$ cat src/rtl/mux8_rr_arbiter_pkg.sv
// Shared types and constants for the 8-way round-robin mux arbiter.
package mux8_arb_pkg;

  localparam int NUM_REQ = 8;
  localparam int SEL_W   = 3;

  typedef enum logic {
    IDLE  = 1'b0,
    GRANT = 1'b1
  } arb_state_t;

  function automatic logic [NUM_REQ-1:0] onehot8(input logic [SEL_W-1:0] idx);
    logic [NUM_REQ-1:0] v;
    v      = '0;
    v[idx] = 1'b1;
    return v;
  endfunction

endpackage

$ cat src/rtl/mux8_rr_arbiter_if.sv
// Request/grant/select bundle between the arbiter (master) and its requesters (slave).
interface mux8_rr_arbiter_if #(
  parameter int MAX_HOLD = 16
) ();
  import mux8_arb_pkg::*;

  localparam int HOLD_W = $clog2(MAX_HOLD + 1);

  logic [NUM_REQ-1:0] req;
  logic [NUM_REQ-1:0] grant;
  logic [SEL_W-1:0]   sel;
  logic               sel_vld;
  logic [HOLD_W-1:0]  hold_cnt;

  modport master (input req, output grant, output sel, output sel_vld, output hold_cnt);
  modport slave  (output req, input grant, input sel, input sel_vld, input hold_cnt);

endinterface

$ cat src/rtl/mux8_rr_arbiter_rr_pick.sv
// Combinational rotating priority encoder: first set request at or after ptr,
// optionally skipping one index (the current holder).
module rr_pick
  import mux8_arb_pkg::*;
(
  input  logic [NUM_REQ-1:0] req,
  input  logic [SEL_W-1:0]   ptr,
  input  logic               excl_vld,
  input  logic [SEL_W-1:0]   excl_idx,
  output logic               found,
  output logic [SEL_W-1:0]   idx
);

  logic [NUM_REQ-1:0] w_cand;
  logic [NUM_REQ-1:0] w_rot;

  // w_rot[k] is the candidate at search position k, i.e. index ptr+k mod 8.
  generate
    for (genvar gi = 0; gi < NUM_REQ; gi++) begin : g_cand
      assign w_cand[gi] = req[gi] && !(excl_vld && (excl_idx == SEL_W'(gi)));
      assign w_rot[gi]  = w_cand[ptr + SEL_W'(gi)];
    end
  endgenerate

  always_comb begin
    found = |w_rot;
    idx   = ptr;
    for (int k = NUM_REQ - 1; k >= 0; k--) begin
      if (w_rot[k]) idx = ptr + SEL_W'(k);
    end
  end

endmodule

$ cat src/rtl/mux8_rr_arbiter.sv
// Round-robin owner of an 8:1 mux select with registered grant/sel/sel_vld/hold_cnt.
// Optional tenure limit of MAX_HOLD cycles is compiled in with MUX8_ARB_TIMEOUT_EN.
module mux8_rr_arbiter
  import mux8_arb_pkg::*;
#(
  parameter int MAX_HOLD = 16
) (
  input  logic                clk,
  input  logic                rst,
  mux8_rr_arbiter_if.master   arb_if
);

  localparam int HOLD_W = $clog2(MAX_HOLD + 1);

  arb_state_t          r_state;
  logic [NUM_REQ-1:0]  r_grant;
  logic [SEL_W-1:0]    r_sel;
  logic [SEL_W-1:0]    r_ptr;
  logic                r_sel_vld;
  logic [HOLD_W-1:0]   r_hold_cnt;

  logic                w_found;
  logic [SEL_W-1:0]    w_idx;
  logic                w_holder_req;
  logic                w_tenure_end;
  logic                w_take;

  assign w_holder_req = (r_state == GRANT) && arb_if.req[r_sel];

`ifdef MUX8_ARB_TIMEOUT_EN
  assign w_tenure_end = w_holder_req && (r_hold_cnt == HOLD_W'(MAX_HOLD));
`else
  assign w_tenure_end = 1'b0;
`endif

  // The holder is never a candidate: on release its req is low anyway, on timeout it must yield.
  rr_pick u_pick (
    .req      (arb_if.req),
    .ptr      (r_ptr),
    .excl_vld (r_state == GRANT),
    .excl_idx (r_sel),
    .found    (w_found),
    .idx      (w_idx)
  );

  assign w_take = w_found && (!w_holder_req || w_tenure_end);

  always_ff @(posedge clk) begin
    if (rst) begin
      r_state    <= IDLE;
      r_grant    <= '0;
      r_sel      <= '0;
      r_ptr      <= '0;
      r_sel_vld  <= 1'b0;
      r_hold_cnt <= '0;
    end else if (w_take) begin
      r_state    <= GRANT;
      r_grant    <= onehot8(w_idx);
      r_sel      <= w_idx;
      r_ptr      <= w_idx + SEL_W'(1);
      r_sel_vld  <= 1'b1;
      r_hold_cnt <= HOLD_W'(1);
    end else if (w_holder_req) begin
      if (w_tenure_end) begin
        r_hold_cnt <= HOLD_W'(1);
      end else if (r_hold_cnt != '1) begin
        r_hold_cnt <= r_hold_cnt + HOLD_W'(1);
      end
    end else if (r_state == GRANT) begin
      // Released with nobody waiting; sel keeps its last value.
      r_state    <= IDLE;
      r_grant    <= '0;
      r_sel_vld  <= 1'b0;
      r_hold_cnt <= '0;
    end
  end

  assign arb_if.grant    = r_grant;
  assign arb_if.sel      = r_sel;
  assign arb_if.sel_vld  = r_sel_vld;
  assign arb_if.hold_cnt = r_hold_cnt;

endmodule

$ cat src/flat_wrapper.sv
// flat-port wrapper written by rule: the top's interface ports become plain ports
module mux8_rr_arbiter_flat import mux8_arb_pkg::*;
#(
  parameter int MAX_HOLD = 16
)
  (clk, rst, arb_if_req, arb_if_grant, arb_if_sel, arb_if_sel_vld, arb_if_hold_cnt);
  mux8_rr_arbiter_if #(.MAX_HOLD(MAX_HOLD)) arb_if_i ();
  input  logic clk;
  input  logic rst;
  input wire logic [$bits(arb_if_i.req)-1:0] arb_if_req;
  output wire logic [$bits(arb_if_i.grant)-1:0] arb_if_grant;
  output wire logic [$bits(arb_if_i.sel)-1:0] arb_if_sel;
  output wire logic [$bits(arb_if_i.sel_vld)-1:0] arb_if_sel_vld;
  output wire logic [$bits(arb_if_i.hold_cnt)-1:0] arb_if_hold_cnt;
  assign arb_if_i.req = arb_if_req;
  assign arb_if_grant = arb_if_i.grant;
  assign arb_if_sel = arb_if_i.sel;
  assign arb_if_sel_vld = arb_if_i.sel_vld;
  assign arb_if_hold_cnt = arb_if_i.hold_cnt;
  mux8_rr_arbiter #(.MAX_HOLD(MAX_HOLD)) u_core (.clk(clk), .rst(rst), .arb_if(arb_if_i));
endmodule
$ cat config.mk
export PLATFORM = sky130hd
export DESIGN_NAME = mux8_rr_arbiter_flat
export DESIGN_NICKNAME = d
export VERILOG_FILES = /design/src/rtl/mux8_rr_arbiter_pkg.sv /design/src/rtl/mux8_rr_arbiter_if.sv /design/src/rtl/mux8_rr_arbiter_rr_pick.sv /design/src/rtl/mux8_rr_arbiter.sv /design/src/flat_wrapper.sv
export SDC_FILE = /design/constraint.sdc
export NUM_CORES = 1
export LEC_CHECK = 0
export BUFFER_PORTS_ARGS = -buffer_cell sky130_fd_sc_hd__buf_2
export CORE_ASPECT_RATIO = 0.6
export CORE_MARGIN = 1
export CORE_UTILIZATION = 46
export DETAILED_ROUTE_END_ITERATION = 8
export HOLD_SLACK_MARGIN = 0.15
export PLACE_DENSITY_LB_ADDON = 0.2
export RECOVER_POWER = 100
export SLEW_MARGIN = 20
export SYNTH_ARGS = -nofsm -noshare
export SYNTH_HDL_FRONTEND = slang
export SYNTH_SLANG_ARGS = --single-unit
$ cat constraint.sdc
create_clock -name clk -period 7.65 [get_ports clk]
set_input_delay 1.9125 -clock clk [delete_from_list [all_inputs] [get_ports clk]]
set_output_delay 1.9125 -clock clk [all_outputs]
set_load 0.01 [all_outputs]
Yosys cells after proc, flatten, opt, wreduce, memory -nomap -nowiden
Cells that the tools add are included.
Storage, ports and cells
  register bits after elaboration: 21
  bits of input ports: 10
  word-level logic and storage cells: 115
Cells by class
  add/subtract/negate cells: 9
  equality and inequality tests: 11
  order comparisons: 11
  reductions and logical operators: 37
  mux-type cells: 40
Operator list (count)
  3-bit by 4-bit < comparator with 1-bit output, second input constant: 10
  1-bit binary-select mux with 3-bit select: 9
  3-bit 2-to-1 mux: 8
  8-bit 2-to-1 mux: 3
  1-bit logical AND: 19
  1-bit 2-to-1 mux: 16
  5-bit 2-to-1 mux: 3
  3-bit adder, second input constant: 4
  3-bit == test, second input constant: 4
  1-bit zero test: 9
  8-bit OR reduction: 1
  3-bit by 1-bit adder with 3-bit output, second input constant: 2
  3-bit by 2-bit adder with 3-bit output, second input constant: 2
  3-bit by 2-bit == test with 1-bit output, second input constant: 2
  2-bit AND reduction: 3
  5-bit by 1-bit adder with 5-bit output, second input constant: 1
  5-bit inequality test, second input constant: 1
  2-bit inequality test, second input constant: 2
  2-bit nonzero test: 2
  1-bit demux with 3-bit select: 1
  3-bit by 1-bit == test with 1-bit output, second input constant: 1
  3-bit by 1-bit >= comparator with 1-bit output, second input constant: 1
  3-bit zero test: 1
  3-bit inequality test, second input constant: 1
  other kinds (2): 2

Longest topological paths before layout
  depth in word-level cells: 19
  gate-level depth with buffers: 16
  gate-level depth less buffers: 11

Cells and area by module
From an unflattened synthesis, not the netlist that was laid out.
Second synthesis, totals
  cell total of the unflattened synthesis: 243
  area, all modules: 2157.1 µm²
By module, submodules not included
  rr_pick: area each 1082.3 µm², seq. area each 0.0 µm², cells each 133, instances 1
  mux8_rr_arbiter: area each 1074.8 µm², seq. area each 420.4 µm², cells each 110, instances 1

Worst setup path after synthesis
No wires, ideal clock.
  path kind: input port to flip-flop
  from: input arb_if_req[7]
  to: register u_core.r_grant[7], in the netlist u_core.arb_if.grant[7]
  path buffers: 1
  arrival time: 3835 ps
  slack: 3698 ps
  required time: 7533 ps
  stages on the path: 10
  path through: nor2b_1 a32oi_1 and3_1 or4_1 a211oi_1 or4_1 and3_1 buf_6 nor2_4 a32o_1
On the way
  word-level cells in the longest chain between the ends: 16
RTL lines
  from (decl): RTL line flat_wrapper.sv:10  | input wire logic [$bits(arb_if_i.req)-1:0] arb_if_req;
  1-bit logical AND: RTL line mux8_rr_arbiter_rr_pick.sv:20  | assign w_cand[gi] = req[gi] && !(excl_vld && (excl_idx == SEL_W'(gi)));
  1-bit binary-select mux with 3-bit select: RTL line mux8_rr_arbiter_rr_pick.sv:21  | assign w_rot[gi] = w_cand[ptr + SEL_W'(gi)];
  1-bit 2-to-1 mux (implied by the code): RTL line mux8_rr_arbiter_rr_pick.sv:21
  3-bit 2-to-1 mux (8 in series): RTL line mux8_rr_arbiter_rr_pick.sv:29  | if (w_rot[k]) idx = ptr + SEL_W'(k);
  3-bit by 4-bit < comparator with 1-bit output (implied by the code) / 3-bit by 1-bit >= comparator with 1-bit output (equally long branches): RTL line mux8_rr_arbiter_pkg.sv:15  | v[idx] = 1'b1;
  1-bit logical AND (implied by the code): RTL line mux8_rr_arbiter_pkg.sv:15
  1-bit 2-to-1 mux (implied by the code): RTL line mux8_rr_arbiter_pkg.sv:15
  1-bit demux with 3-bit select
  8-bit 2-to-1 mux: RTL line mux8_rr_arbiter.sv:56  | end else if (w_take) begin
  to (signal assigned): RTL line mux8_rr_arbiter.sv:58  | r_grant <= onehot8(w_idx);
  to (decl): RTL line mux8_rr_arbiter.sv:16  | logic [NUM_REQ-1:0] r_grant;
Several ways; a longest one is shown, not always the timed one. The select of a mux whose other input is x is not followed.
A chain may end at the register's enable or synchronous reset.

Worst setup path after layout
  from: register u_core.r_ptr[0]
  to: register u_core.r_ptr[2]
On the way
  word-level cells in the longest chain between the ends: 12
RTL lines
  from (decl): RTL line mux8_rr_arbiter.sv:18  | logic [SEL_W-1:0] r_ptr;
  from (signal assigned): RTL line mux8_rr_arbiter.sv:60  | r_ptr <= w_idx + SEL_W'(1);
  3-bit adder: RTL line mux8_rr_arbiter_rr_pick.sv:21, mux8_rr_arbiter_rr_pick.sv:29
  1-bit binary-select mux with 3-bit select: RTL line mux8_rr_arbiter_rr_pick.sv:21
  1-bit 2-to-1 mux (implied by the code): RTL line mux8_rr_arbiter_rr_pick.sv:21
  3-bit 2-to-1 mux (8 in series): RTL line mux8_rr_arbiter_rr_pick.sv:29
  3-bit by 1-bit adder with 3-bit output: RTL line mux8_rr_arbiter.sv:60
Several ways; a longest one is shown, not always the timed one. The select of a mux whose other input is x is not followed.

==> flow_summary.json <==
{
  "cts_root_buf": "clkbuf_8",
  "cts.sinks": 21,
  "critPathLaunchType": "register",
  "wirelength_um": 7007,
  "leakagePower_nw": 0.8988,
  "r2r_cells": 12,
  "core_area_sq_um": 4731,
  "grt_start_max_net_pins": 33,
  "synth_nets": 318,
  "slowest_stage": "ha_1",
  "io_pins": 27,
  "status": "complete, no violations",
  "clk_latency_ns": 0.26,
  "drt_iter0_drc": 293,
  "use_met3_pct": 8.000,
  "syn_area_sq_um": 2338,
  "critPathTopFamily": "buffers and inverters",
  "met1_usage_pct": 41.64,
  "cts.clk_slew.worst_paths_ns": 0.07,
  "intPower_uw": 493.4,
  "cts-resized-gates": 0,
  "crit_path_max_fanout": 32,
  "area.sequential_sq_um": 420.4,
  "n_fill_cell": 459,
  "worst-path-stages": 12,
  "drt-wirelength-per-cell_um": 18.59,
  "synth-main-ff-cell": "dfxtp_1",
  "start_util_pct": 49.43,
  "rsz0062_at_grt": "no",
  "cts_setup_buffers": 0,
  "vdd_drop_max_v": 0.0002392,
  "ys_warn_count": 0,
  "yosys.area.top_type": "dfxtp_1",
  "period_share_pct": 72.01,
  "slew_violations": 0,
  "criticalPathCategory": "reg2reg",
  "synth-async-reset-ratio_pct": 0,
  "crit_required_ns": 7.83,
  "hp-class": "reg2reg",
  "power.switching_uw": 622.1,
  "fin_nets": 329,
  "whs_path_depth": 2,
  "avgSynthCellArea_sq_um": 7.692,
  "dr_total_vias": 2576,
  "ys_ff_latch": 21,
  "layout.cells.non_filler": 377,
  "synthDistinctLibCells": 74,
  "synth.top_cells.by_count": "nand2_1, nor2_1, dfxtp_1",
  "relSlewSlack_pct": 10.22,
  "avgViaCountPerCell": 6.833,
  "grt_pass1_vias": 2187,
  "path_cells": "clkbuf_1, inv_1, ha_1, nand2_1, o32ai_4, o22ai_1, a211oi_2, nor3_1, a21boi_0, and4_1, nand3_1, o211ai_1",
  "grt_antenna_before_repair": 0,
  "grt_first_pass_wirelength_um": 11020,
  "synth_edf_count": 0,
  "synth_top_area_share_pct": 17.98,
  "maxCapViolCount": 0,
  "yosys.cell_count.top_type": "nand2_1",
  "reg2reg_slack_ns": 2.14,
  "multi_input_area_sq_um": 1723,
  "crit_buf_inv": 2,
  "final.setup.tns_ns": 0,
  "holdBufCountCts": 0,
  "diodes": 0,
  "worst_pin_slew_ns": 1.347,
  "hold_viol_final": 0,
  "critPathMaxStageDelay_ns": 1.06,
  "drc": 0,
  "clockBufferDepth": 2,
  "hpwl_um": 5220,
  "dp_worst_setup_slack_ns": 3.172,
  "top_usage_layer": "met1",
  "fmax_ghz": 0.1815,
  "die_w_um": 94.05,
  "clock_power_share_pct": 6.5,
  "crit_arrival_ns": 5.69,
  "track_usage_pct": 26.43,
  "gr-total-overflow": 0,
  "die_h_um": 57.23,
  "synth_area_leaders": "dfxtp_1, nand2_1, nor2_1",
  "setup_viol": 0,
  "comb_power_share_pct": 77.2,
  "die_area_sq_um": 5382,
  "syn2layout_area_growth_pct": 3.852,
  "power.share.switching_pct": 55.77,
  "first_pass_iters": 5,
  "finClkSkew_ns": 0.002730,
  "synth_seq_area_share_pct": 17.98,
  "gp_congestion": 0.9041,
  "portBuffers": 26,
  "num_rows": 19,
  "fin_crit_ns": 5.509,
  "cts_tree": "done",
  "tritoncts.num_buffers": 3,
  "seqPwrFrac_pct": 16.3,
  "ant_nets": 0,
  "p_per_area_nw_per_um2": 459.4,
  "dp_cells": 373,
  "h-tree-depth": 1,
  "drive_gt1_share_pct": 9.554,
  "grt_use_met2_pct": 35.25,
  "syn_inst": 304,
  "end_kind": "register",
  "fin_ws_ns": 2.141
}
power groups by stage:
stage | Clock, mW | Combinational [mW] | Sequential (mW)
5_1_grt | 0.0781 | 0.930 | 0.187
3_5_place_dp | 0 | 0.845 | 0.183
4_1_cts | 0.0731 | 0.848 | 0.181
6_report | 0.0724 | 0.861 | 0.182
3_3_place_gp | 0 | 0.839 | 0.181
2_1_floorplan | 0 | 0.706 | 0.163
worst register-to-register path, cell delays in order, from the launching register on:
cell and delay [ns]:
dfxtp_1 0.31, clkbuf_1 0.97, inv_1 0.65, ha_1 1.07, nand2_1 0.21, o32ai_4 0.21
o22ai_1 0.16, a211oi_2 0.37, nor3_1 0.17, a21boi_0 0.68, and4_1 0.37, nand3_1 0.12
o211ai_1 0.13
cells by family after synthesis:
family / after synthesis / synth area share [%]
buf+inv: 33 / 8.026
compound gates: 99 / 33.28
flops: 21 / 17.98
simple gates: 132 / 30.44
mux: 10 / 6.260
xor+xnor: 5 / 1.873
fa+ha+maj: 4 / 2.140
cell usage in the layout, fill, tap and decap left out, types with 3 or more instances in the layout:
master / instances
o221ai_1: 5
ha_1: 4
a32o_1: 3
a211oi_1: 3
nor2b_1: 3
buf_2: 9
nand2b_1: 9
xnor2_1: 3
nand4_1: 3
nand2_1: 46
a22oi_1: 5
o21ai_0: 10
mux2i_1: 6
o32ai_1: 8
a32oi_1: 3
nor3_1: 13
nor2_1: 23
inv_1: 11
or4_1: 3
clkbuf_1: 19
o2bb2ai_1: 4
a21o_1: 3
and3_1: 3
dfxtp_1: 21
clkbuf_8: 3
a221oi_1: 3
o22ai_1: 12
nand3_1: 8
a21oi_1: 12
routing by layer:
metal	part of all wire, %	routed length [um]	vias up
met5	0	0	-
met4	0.20	14	0
met3	11	799	5
met2	39	2722	148
met1	50	3470	1217
li1	-	-	1206
state kept, by name, indices dropped and copies added, names as in the netlist:
signal / flops
u_core.arb_if.grant: 8
u_core.r_state: 1
u_core.r_ptr: 3
u_core.arb_if.sel_vld: 1
u_core.arb_if.hold_cnt: 5
u_core.arb_if.sel: 3
final timing paths:
path,from,end
worst max-delay path,u_core.r_ptr[0]$_SDFFE_PP0P_,u_core.r_ptr[2]$_SDFFE_PP0P_
worst min-delay path,u_core.arb_if.grant[4]$_SDFFE_PP0P_,u_core.arb_if.grant[4]$_SDFFE_PP0P_
worst max register to register,u_core.r_ptr[0]$_SDFFE_PP0P_,u_core.r_ptr[2]$_SDFFE_PP0P_
worst min register to register,u_core.arb_if.grant[4]$_SDFFE_PP0P_,u_core.arb_if.grant[4]$_SDFFE_PP0P_
layout make-up:
class,instances,area share (%)
clock buffers,4,1.855
inverters,11,1.700
multi-input cells,250,70.94
flip-flops and latches,21,17.31
well taps,63,3.246
repair buffers,28,4.946
metrics by stage:
| stage | cell area, sq um | hold WS [ns] | power [mW] | utilization, % |
|---|---|---|---|---|
| after floorplan | 2338 | 0.4771 | 0.8693 | - |
| after global placement | 2416 | 0.4428 | 1.020 | 51.07 |
| after detailed placement | 2416 | 0.4451 | 1.028 | 51.07 |
| after CTS | 2461 | 0.4618 | 1.102 | 52.02 |
| after global routing | 2429 | 0.4892 | 1.195 | 51.34 |
| final | 2429 | 0.4566 | 1.116 | 51.34 |
Note: power is estimated with default switching activity, not from simulation.
